[config.mk]
export PLATFORM = sky130hd
export DESIGN_NAME = sram_1rw_port_arbiter_flat
export DESIGN_NICKNAME = d
export VERILOG_FILES = /design/src/rtl/sram_1rw_port_arbiter_if.sv /design/src/rtl/sram_1rw_port_arbiter.sv /design/src/flat_wrapper.sv
export SDC_FILE = /design/constraint.sdc
export NUM_CORES = 1
export LEC_CHECK = 0
export ABC_AREA = 1
export CAP_MARGIN = 40
export CORE_ASPECT_RATIO = 0.5
export CORE_MARGIN = 2
export CORE_UTILIZATION = 45
export CTS_CLUSTER_DIAMETER = 50
export DETAILED_ROUTE_END_ITERATION = 12
export PLACE_DENSITY = 0.86
export SLEW_MARGIN = 20
export SYNTH_ARGS = -nofsm -noshare
export SYNTH_HDL_FRONTEND = slang
export SYNTH_SLANG_ARGS = --single-unit
[constraint.sdc]
create_clock -name clk -period 4.35 [get_ports clk]
set_input_delay 1.305 -clock clk [delete_from_list [all_inputs] [get_ports clk]]
set_output_delay 1.305 -clock clk [all_outputs]
set_load 0.01 [all_outputs]
[src/rtl/sram_1rw_port_arbiter_if.sv]
// Bundles both requester ports and the SRAM macro pins of the 1RW port arbiter.
// master = requesters plus macro model, slave = arbiter.
interface sram_1rw_port_arbiter_if #(
    parameter int AW = 6,
    parameter int DW = 16
);
    logic          req_a;
    logic          we_a;
    logic [AW-1:0] addr_a;
    logic [DW-1:0] din_a;
    logic          gnt_a;
    logic          rvalid_a;
    logic [DW-1:0] rdata_a;

    logic          req_b;
    logic [AW-1:0] addr_b;
    logic          gnt_b;
    logic          rvalid_b;
    logic [DW-1:0] rdata_b;

    logic          csb0;
    logic          web0;
    logic [AW-1:0] addr0;
    logic [DW-1:0] din0;
    logic [DW-1:0] dout0;

    modport master (
        output req_a, we_a, addr_a, din_a, req_b, addr_b, dout0,
        input  gnt_a, rvalid_a, rdata_a, gnt_b, rvalid_b, rdata_b,
        input  csb0, web0, addr0, din0
    );

    modport slave (
        input  req_a, we_a, addr_a, din_a, req_b, addr_b, dout0,
        output gnt_a, rvalid_a, rdata_a, gnt_b, rvalid_b, rdata_b,
        output csb0, web0, addr0, din0
    );
endinterface

[src/rtl/sram_1rw_port_arbiter.sv]
// Round-robin share of one 1RW SRAM macro: port A read/write, port B read-only; grant is combinational,
// read data returns RD_LAT+1 cycles after grant; requesters hold req until gnt. Optional: SRAM_ARB_CONFLICT_CNT_EN.
module sram_1rw_port_arbiter #(
    parameter int AW     = 6,
    parameter int DW     = 16,
    parameter int RD_LAT = 1
) (
    input  logic                   clk,
    input  logic                   rst_n,
    sram_1rw_port_arbiter_if.slave bus
`ifdef SRAM_ARB_CONFLICT_CNT_EN
    ,
    output logic [15:0]            conflict_cnt
`endif
);

    logic              last_gnt_b;
    logic              gnt_a;
    logic              gnt_b;
    logic              rd_issue;
    logic [AW-1:0]     addr_mux;
    logic [AW-1:0]     addr_hold;
    logic [DW-1:0]     din_hold;
    logic [RD_LAT-1:0] tag_vld;
    logic [RD_LAT-1:0] tag_own_b;
    logic              rvalid_a_q;
    logic              rvalid_b_q;
    logic [DW-1:0]     rdata_a_q;
    logic [DW-1:0]     rdata_b_q;

    // On conflict the port that did not win last time goes; reset leaves B as last winner.
    assign gnt_a    = rst_n & bus.req_a & (~bus.req_b | last_gnt_b);
    assign gnt_b    = rst_n & bus.req_b & ~gnt_a;
    assign rd_issue = (gnt_a & ~bus.we_a) | gnt_b;

    assign addr_mux = gnt_a ? bus.addr_a : (gnt_b ? bus.addr_b : addr_hold);

    assign bus.gnt_a    = gnt_a;
    assign bus.gnt_b    = gnt_b;
    assign bus.csb0     = ~(gnt_a | gnt_b);
    assign bus.web0     = ~(gnt_a & bus.we_a);
    assign bus.addr0    = addr_mux;
    assign bus.din0     = gnt_a ? bus.din_a : din_hold;
    assign bus.rvalid_a = rvalid_a_q;
    assign bus.rvalid_b = rvalid_b_q;
    assign bus.rdata_a  = rdata_a_q;
    assign bus.rdata_b  = rdata_b_q;

    always_ff @(posedge clk or negedge rst_n) begin
        if (!rst_n) begin
            last_gnt_b <= 1'b1;
            addr_hold  <= '0;
            din_hold   <= '0;
            tag_vld    <= '0;
            tag_own_b  <= '0;
            rvalid_a_q <= 1'b0;
            rvalid_b_q <= 1'b0;
            rdata_a_q  <= '0;
            rdata_b_q  <= '0;
        end else begin
            if (gnt_a | gnt_b) begin
                last_gnt_b <= gnt_b;
                addr_hold  <= addr_mux;
            end
            if (gnt_a) begin
                din_hold <= bus.din_a;
            end

            // Tag walks alongside the macro's read pipe; its exit lines up with valid dout0.
            tag_vld[0]   <= rd_issue;
            tag_own_b[0] <= gnt_b;
            for (int i = 1; i < RD_LAT; i++) begin
                tag_vld[i]   <= tag_vld[i-1];
                tag_own_b[i] <= tag_own_b[i-1];
            end

            rvalid_a_q <= tag_vld[RD_LAT-1] & ~tag_own_b[RD_LAT-1];
            rvalid_b_q <= tag_vld[RD_LAT-1] &  tag_own_b[RD_LAT-1];
            if (tag_vld[RD_LAT-1] && !tag_own_b[RD_LAT-1]) begin
                rdata_a_q <= bus.dout0;
            end
            if (tag_vld[RD_LAT-1] && tag_own_b[RD_LAT-1]) begin
                rdata_b_q <= bus.dout0;
            end
        end
    end

`ifdef SRAM_ARB_CONFLICT_CNT_EN
    always_ff @(posedge clk or negedge rst_n) begin
        if (!rst_n) begin
            conflict_cnt <= '0;
        end else if (bus.req_a && bus.req_b && conflict_cnt != 16'hFFFF) begin
            conflict_cnt <= conflict_cnt + 16'd1;
        end
    end
`endif

endmodule
[src/flat_wrapper.sv]
// flat-port wrapper written by rule: the top's interface ports become plain ports
module sram_1rw_port_arbiter_flat 
#(
    parameter int AW     = 6,
    parameter int DW     = 16,
    parameter int RD_LAT = 1
)
  (clk, rst_n, bus_req_a, bus_we_a, bus_addr_a, bus_din_a, bus_req_b, bus_addr_b, bus_dout0, bus_gnt_a, bus_rvalid_a, bus_rdata_a, bus_gnt_b, bus_rvalid_b, bus_rdata_b, bus_csb0, bus_web0, bus_addr0, bus_din0);
  sram_1rw_port_arbiter_if #(.AW(AW), .DW(DW)) bus_i ();
  input  logic clk;
  input  logic rst_n;
  input wire logic [$bits(bus_i.req_a)-1:0] bus_req_a;
  input wire logic [$bits(bus_i.we_a)-1:0] bus_we_a;
  input wire logic [$bits(bus_i.addr_a)-1:0] bus_addr_a;
  input wire logic [$bits(bus_i.din_a)-1:0] bus_din_a;
  input wire logic [$bits(bus_i.req_b)-1:0] bus_req_b;
  input wire logic [$bits(bus_i.addr_b)-1:0] bus_addr_b;
  input wire logic [$bits(bus_i.dout0)-1:0] bus_dout0;
  output wire logic [$bits(bus_i.gnt_a)-1:0] bus_gnt_a;
  output wire logic [$bits(bus_i.rvalid_a)-1:0] bus_rvalid_a;
  output wire logic [$bits(bus_i.rdata_a)-1:0] bus_rdata_a;
  output wire logic [$bits(bus_i.gnt_b)-1:0] bus_gnt_b;
  output wire logic [$bits(bus_i.rvalid_b)-1:0] bus_rvalid_b;
  output wire logic [$bits(bus_i.rdata_b)-1:0] bus_rdata_b;
  output wire logic [$bits(bus_i.csb0)-1:0] bus_csb0;
  output wire logic [$bits(bus_i.web0)-1:0] bus_web0;
  output wire logic [$bits(bus_i.addr0)-1:0] bus_addr0;
  output wire logic [$bits(bus_i.din0)-1:0] bus_din0;
  assign bus_i.req_a = bus_req_a;
  assign bus_i.we_a = bus_we_a;
  assign bus_i.addr_a = bus_addr_a;
  assign bus_i.din_a = bus_din_a;
  assign bus_i.req_b = bus_req_b;
  assign bus_i.addr_b = bus_addr_b;
  assign bus_i.dout0 = bus_dout0;
  assign bus_gnt_a = bus_i.gnt_a;
  assign bus_rvalid_a = bus_i.rvalid_a;
  assign bus_rdata_a = bus_i.rdata_a;
  assign bus_gnt_b = bus_i.gnt_b;
  assign bus_rvalid_b = bus_i.rvalid_b;
  assign bus_rdata_b = bus_i.rdata_b;
  assign bus_csb0 = bus_i.csb0;
  assign bus_web0 = bus_i.web0;
  assign bus_addr0 = bus_i.addr0;
  assign bus_din0 = bus_i.din0;
  sram_1rw_port_arbiter #(.AW(AW), .DW(DW), .RD_LAT(RD_LAT)) u_core (.clk(clk), .rst_n(rst_n), .bus(bus_i));
endmodule
==> impl_metrics.csv, run 1 <==
group,metric,value,unit
run_status,status,"finished clean",
clock_network,postCtsSetupBuffers,0,
floorplanning,die-width,110,µm
global_routing,overflow,0,
synthesis,synthDominantCellAreaShare,0.574,
floorplanning,coreArea,5440,µm²
synthesis,synthCells,247,
sta,slew_headroom,0.558,
routing,drtAntennaViolNets,0,
setup_path,worstSetupPathType,"primary input to output port",
setup_path,worstSetupEndpointType,"output port",
synthesis,async_flop_share,1.00,
clock_network,clk_pin_slew,0.06,ns
hold_path,min_to,"u_core.din_hold[3]",
setup_path,r2r-start,"u_core.last_gnt_b",
synthesis,ys.flop_type,"dfrtp_1",
layout,nets,413,
setup_path,r2r_setup_slack,3.09,ns
sta,hold_viol_final,0,
floorplanning,start_util,0.464,
clock_network,numClockSinks,59,
synthesis,ys_top_cells_by_count,"63 x nand2_1, 58 x dfrtp_1, 27 x nand3_1, 21 x nand2_2, 20 x inv_1",
setup_path,cp_num_cells,8,
floorplanning,die-height,57.0,µm
power_and_ir_drop,p_leak,0.00184,µW
synthesis,syn_avg_cell_area,10.2,µm²
clock_network,numCtsBuffers,9,
routing,dr.pass1.iters,4,
layout,final_area,3840,µm²
global_routing,grt_antenna_before_repair,0,
placed_design,placed_cell_area,3620,µm²
layout,num-fill-cells,407,
synthesis,yosysUniqueCellTypes,22,
sta,drv_slew,0,
clock_network,cts-root-buf,"clkbuf_8",
placed_design,routabilityCongestion,0.888,
global_routing,grt_use_total,0.202,
synthesis,synth_warnings,0,
setup_path,cp_num_buf_inv,4,
clock_network,cts_hold_buffers,0,
synthesis,synth_seq_area_share,0.585,
synthesis,synthTopCellsByArea,"dfrtp_1 57%, nand2_1 9.4%, o21ai_2 5.9%",
layout,drive_gt1_frac,0.203,
run,max_cap_violations,0,
clock_network,cts_resized,0,
routing,viasPerCell,4.65,
sta,whs,0.476,ns
hold_path,hold_start,"u_core.din_hold[3]",
clock_network,htreeDepth,3,
setup_path,crit_path_top_delay_cell,"clkdlybuf4s50_1",
setup_path,critPathTopFamily,"buffers and inverters",
setup_path,cp_data_arrival_time,2.96,ns
sta,fmax,235,MHz
clock_network,cts_tree,"done",
clock_network,insertion_delay,0.35,ns
sta,setup_viol,0,
synthesis,synth_top_cell_by_area,"dfrtp_1",
routing,wl_per_cell,13.7,µm
placed_design,io_buffers,108,
routing,drtIter0Drc,108,
routing,drcViolationCount,0,
sta,finalCriticalPeriod,4.26,ns
global_routing,first_global_vias,2063,
placed_design,hpwlAfterDp,4.46,mm
setup_path,crit_path_frequent_cell,"clkdlybuf4s50_1",
setup_path,crit_fanout,20,
setup_path,path_cells,"clkdlybuf4s50_1 > nand2_4 > clkinv_4 > nand2_8 > inv_8 > nand2_2 > nand2_1 > clkdlybuf4s50_1",
hold_path,min_path_cells,2,
hold_path,hold_path_class,"register to register",
synthesis,ys_ff_latch,59,
routing,via_count,2055,
routing,wl,6.05,mm
synthesis,yosysMostFrequentCell,"nand2_1",
power_and_ir_drop,powerDensity,439,nW/µm²
setup_path,r2r_cells,6,
clock_network,clock_path_buffers,2,
global_routing,grt_pass1_wl,9.56,mm
setup_path,startpoint_type,"primary input",
layout,antennaDiodeCount,0,
setup_path,crit_required,3.04,ns
setup_path,slowest_delay,0.55,ns
sta,fin_worst_skew,0.00925,ns
synthesis,synth_nets,296,
synthesis,synth_edf_count,0,
floorplanning,rows,19,
power_and_ir_drop,irDropWorstVdd,211,µV
setup_path,r2r-end,"u_core.din_hold[10]",
sta,tightest_slew,0.662,ns
sta,fin_crit_sh,0.980,
floorplanning,die_area,6270,µm²
sta,tns,0,ns
synthesis,syn_area,2530,µm²
floorplanning,pin_count,109,
layout,areaGrowthSynthToFinish,52.0,%
global_routing,grt_start_max_net_pins,54,
sta,rsz0062_at_grt,"no",
[worst max path at each step]
stage	from	slack, ns	endpoint
after floorplan	bus_req_a	1.11	bus_gnt_b
after global placement	bus_req_a	0.11	bus_din0[2]
after detailed placement	bus_req_a	0.04	bus_din0[4]
after CTS	bus_req_a	0.04	bus_din0[4]
after global routing	bus_req_a	0.01	bus_din0[12]
final	bus_req_a	0.09	bus_din0[4]
[layer usage]
metal,track usage,part of all wire,vias up
met5,0,0,-
met4,0.0633,0.015,0
met1,0.234,0.40,974
met2,0.362,0.54,57
met3,0.0629,0.049,13
li1,-,-,1011
[cells in the final DEF, fill, tap and decap left out]
cell type	n
dfstp_2	1
inv_6	1
buf_8	1
buf_4	8
dfrtp_1	58
nand2_1	63
bufinv_16	1
buf_2	1
nand2_2	21
inv_8	1
inv_1	20
clkinvlp_4	2
clkbuf_8	10
clkdlybuf4s50_1	106
nand2_8	1
inv_2	2
nor2_1	2
o21ai_0	16
nand3_1	27
nand2_4	1
clkinv_4	1
clkinv_2	2
a21oi_2	1
or2_1	1
nand3_2	3
o21ai_2	17
dlymetal6s2s_1	1
[stage by stage]
step	power, µW	util	std cells	worst slack, ns
global route	1770	0.706	442	0.0112
detailed placement	1200	0.665	425	0.0417
floorplan	908	-	247	1.11
finish	1690	0.706	442	0.0859
global placement	1180	0.665	425	0.106
CTS	1710	0.702	441	0.0396
[cell type report]
class / instances / area, µm² / share of cell area
Clock buffer: 10 / 138 / 0.0358
Clock inverter: 6 / 63.8 / 0.0166
Inverter: 24 / 103 / 0.0267
Multi-Input combinational cell: 153 / 816 / 0.212
Sequential cell: 59 / 1480 / 0.385
Tap cell: 73 / 91.3 / 0.0238
Timing Repair Buffer: 117 / 1150 / 0.300
[worst reg2reg max path: stages, from the launching register on]
cell	delay, ns
dfstp_2	0.54
inv_1	0.05
nand2_2	0.12
nand2_8	0.12
buf_4	0.19
nand2_1	0.06
nand2_1	0.07
[where the power goes]
part	switching (µW)	internal, µW	leakage (µW)
Sequential	50.0	650	0.000727
Clock	223	280	0.0000987
Combinational	216	269	0.00101
Total	489	1200	0.00184
[cell families after synthesis]
group | synth area share
simple gates | 0.229
flops | 0.585
compound gates | 0.0941
buf+inv | 0.0926
[registers in the layout (all words and copies together), names as in the netlist]
register	count
u_core.bus.rdata_a	16
u_core.bus.rdata_b	16
u_core.din_hold	16
u_core.addr_hold	6
u_core.bus.rvalid_a	1
u_core.bus.rvalid_b	1
u_core.last_gnt_b	1
u_core.tag_own_b	1
u_core.tag_vld	1
No activity file was read; power rests on OpenSTA's default activity.
==> run 2, diff against run 1 <==
- GPL_TIMING_DRIVEN: unset -> 0
==> impl_metrics.csv, run 2 (synthesis results as in run 1) <==
group,metric,value,unit
layout,nets,416,
routing,dr.pass1.iters,4,
floorplanning,coreArea,5440,µm²
sta,slew_headroom,0.727,
placed_design,hpwlAfterDp,4.71,mm
clock_network,numCtsBuffers,9,
setup_path,crit_required,3.04,ns
hold_path,min_to,"u_core.bus.rdata_a[0]",
clock_network,clock_path_buffers,2,
floorplanning,die-width,110,µm
global_routing,busiest_layer,"met2",
global_routing,grt_start_max_net_pins,62,
global_routing,grtUsageMet2,0.387,
floorplanning,die_area,6270,µm²
sta,hold_viol_final,0,
power_and_ir_drop,p_leak,0.00197,µW
setup_path,r2r_setup_slack,3.11,ns
clock_network,postCtsSetupBuffers,0,
placed_design,dp_slack,0.0265,ns
layout,antennaDiodeCount,0,
setup_path,worstSetupEndpointType,"output port",
hold_path,hold_start,"u_core.bus.rdata_a[0]",
sta,fmax,233,MHz
floorplanning,die-height,57.0,µm
setup_path,cp-startpoint,"bus_req_a",
placed_design,placed_cell_area,3720,µm²
sta,tightest_slew,0.409,ns
clock_network,insertion_delay,0.34,ns
sta,setup_slack,0.0522,ns
clock_network,cts-root-buf,"clkbuf_8",
global_routing,grt_util_met3,0.0514,
layout,drive_gt1_frac,0.204,
routing,drtIter0Drc,90,
sta,fin_crit_sh,0.988,
clock_network,clk_pin_slew,0.06,ns
clock_network,cts_hold_buffers,0,
layout,layout_commonest_cell,"clkdlybuf4s50_1",
floorplanning,pin_count,109,
setup_path,startpoint_type,"primary input",
power_and_ir_drop,irDropWorstVdd,266,µV
setup_path,r2r-end,"u_core.din_hold[3]",
routing,via_count,2148,
clock_network,cts_tree,"done",
layout,final_area,4000,µm²
setup_path,r2r-start,"u_core.last_gnt_b",
setup_path,worstSetupPathType,"primary input to output port",
floorplanning,start_util,0.464,
layout,final_cell_mix,"100 x clkdlybuf4s50_1, 63 x nand2_1, 58 x dfrtp_1, 27 x nand3_1",
routing,wl,6.32,mm
sta,fin_worst_skew,0.00841,ns
layout,final_util,0.735,
run,max_cap_violations,0,
global_routing,grt_use_total,0.221,
placed_design,io_buffers,108,
hold_path,hold_path_class,"register to register",
routing,wl_per_cell,14.2,µm
layout,areaGrowthSynthToFinish,58.2,%
layout,num-fill-cells,373,
floorplanning,rows,19,
setup_path,crit_fanout,10,
global_routing,grt_antenna_before_repair,0,
sta,setup_viol,0,
global_routing,grt_use_met1,0.265,
clock_network,htreeDepth,3,
run_status,status,"finished clean",
routing,viasPerCell,4.83,
global_routing,grt_pass1_wl,10.3,mm
placed_design,routabilityCongestion,0.771,
sta,finalCriticalPeriod,4.30,ns
global_routing,first_global_vias,2198,
routing,drcViolationCount,0,
sta,rsz0062_at_grt,"no",
power_and_ir_drop,powerDensity,454,nW/µm²
setup_path,cp_data_arrival_time,2.99,ns
setup_path,r2r_cells,6,
clock_network,cts_resized,0,
hold_path,min_path_cells,2,
clock_network,numClockSinks,59,
routing,drtAntennaViolNets,0,
global_routing,overflow,0,
sta,drv_slew,0,
-- run 2: changes by cell type in the layout (fill, tap and decap cells not counted), sizes merged --
cell           previous run  this run
clkbuf                   10        12
clkinv                    3         2
buf                      10        11
bufinv                    1         3
dlymetal6s2s              1         7
clkinvlp                  2         1
clkdlybuf4s50           106       100
-- run 2: how the worst max path moves through the flow --
stage	end	cells after the start
floorplan	bus_gnt_b	6
global placement	bus_addr0[5]	6
detailed placement	bus_din0[0]	9
CTS	bus_din0[6]	7
global route	bus_din0[7]	8
finish	bus_din0[3]	9
-- run 2: power by group --
part | switching [µW] | internal [µW]
logic | 224 | 280
clock network | 216 | 397
registers | 49.2 | 650
total | 489 | 1330
-- run 2: critical path: stages --
cell	delay, ns
clkdlybuf4s50_1	0.52
nand2_4	0.10
clkinv_4	0.12
nand2_8	0.08
inv_6	0.07
buf_12	0.13
nand2_2	0.04
nand2_1	0.08
clkdlybuf4s50_1	0.54
-- run 2: final cells by class --
type,count,area (µm²),share of cell area
repair buffers,109,1120,0.281
multi-input cells,153,821,0.205
flip-flops and latches,59,1480,0.370
clock inverters,6,111,0.0278
clock buffers,10,138,0.0344
plain buffers,11,134,0.0335
inverters,24,103,0.0257
well taps,73,91.3,0.0228
-- run 2: metrics by stage --
step	TNS, ns	total power (µW)	instances	hold WS [ns]
after floorplan	0	908	247	0.497
after global placement	-59.64	1190	428	0.459
after detailed placement	0	1210	429	0.468
after CTS	0	1830	445	0.483
after global routing	0	1900	445	0.502
final	0	1820	445	0.480
-- run 2: routing by layer --
| layer | wire, µm | vias up |
|---|---|---|
| met5 | 0 | - |
| met4 | 129 | 0 |
| met3 | 276 | 13 |
| met2 | 3410 | 63 |
| met1 | 2500 | 1047 |
| li1 | - | 1025 |
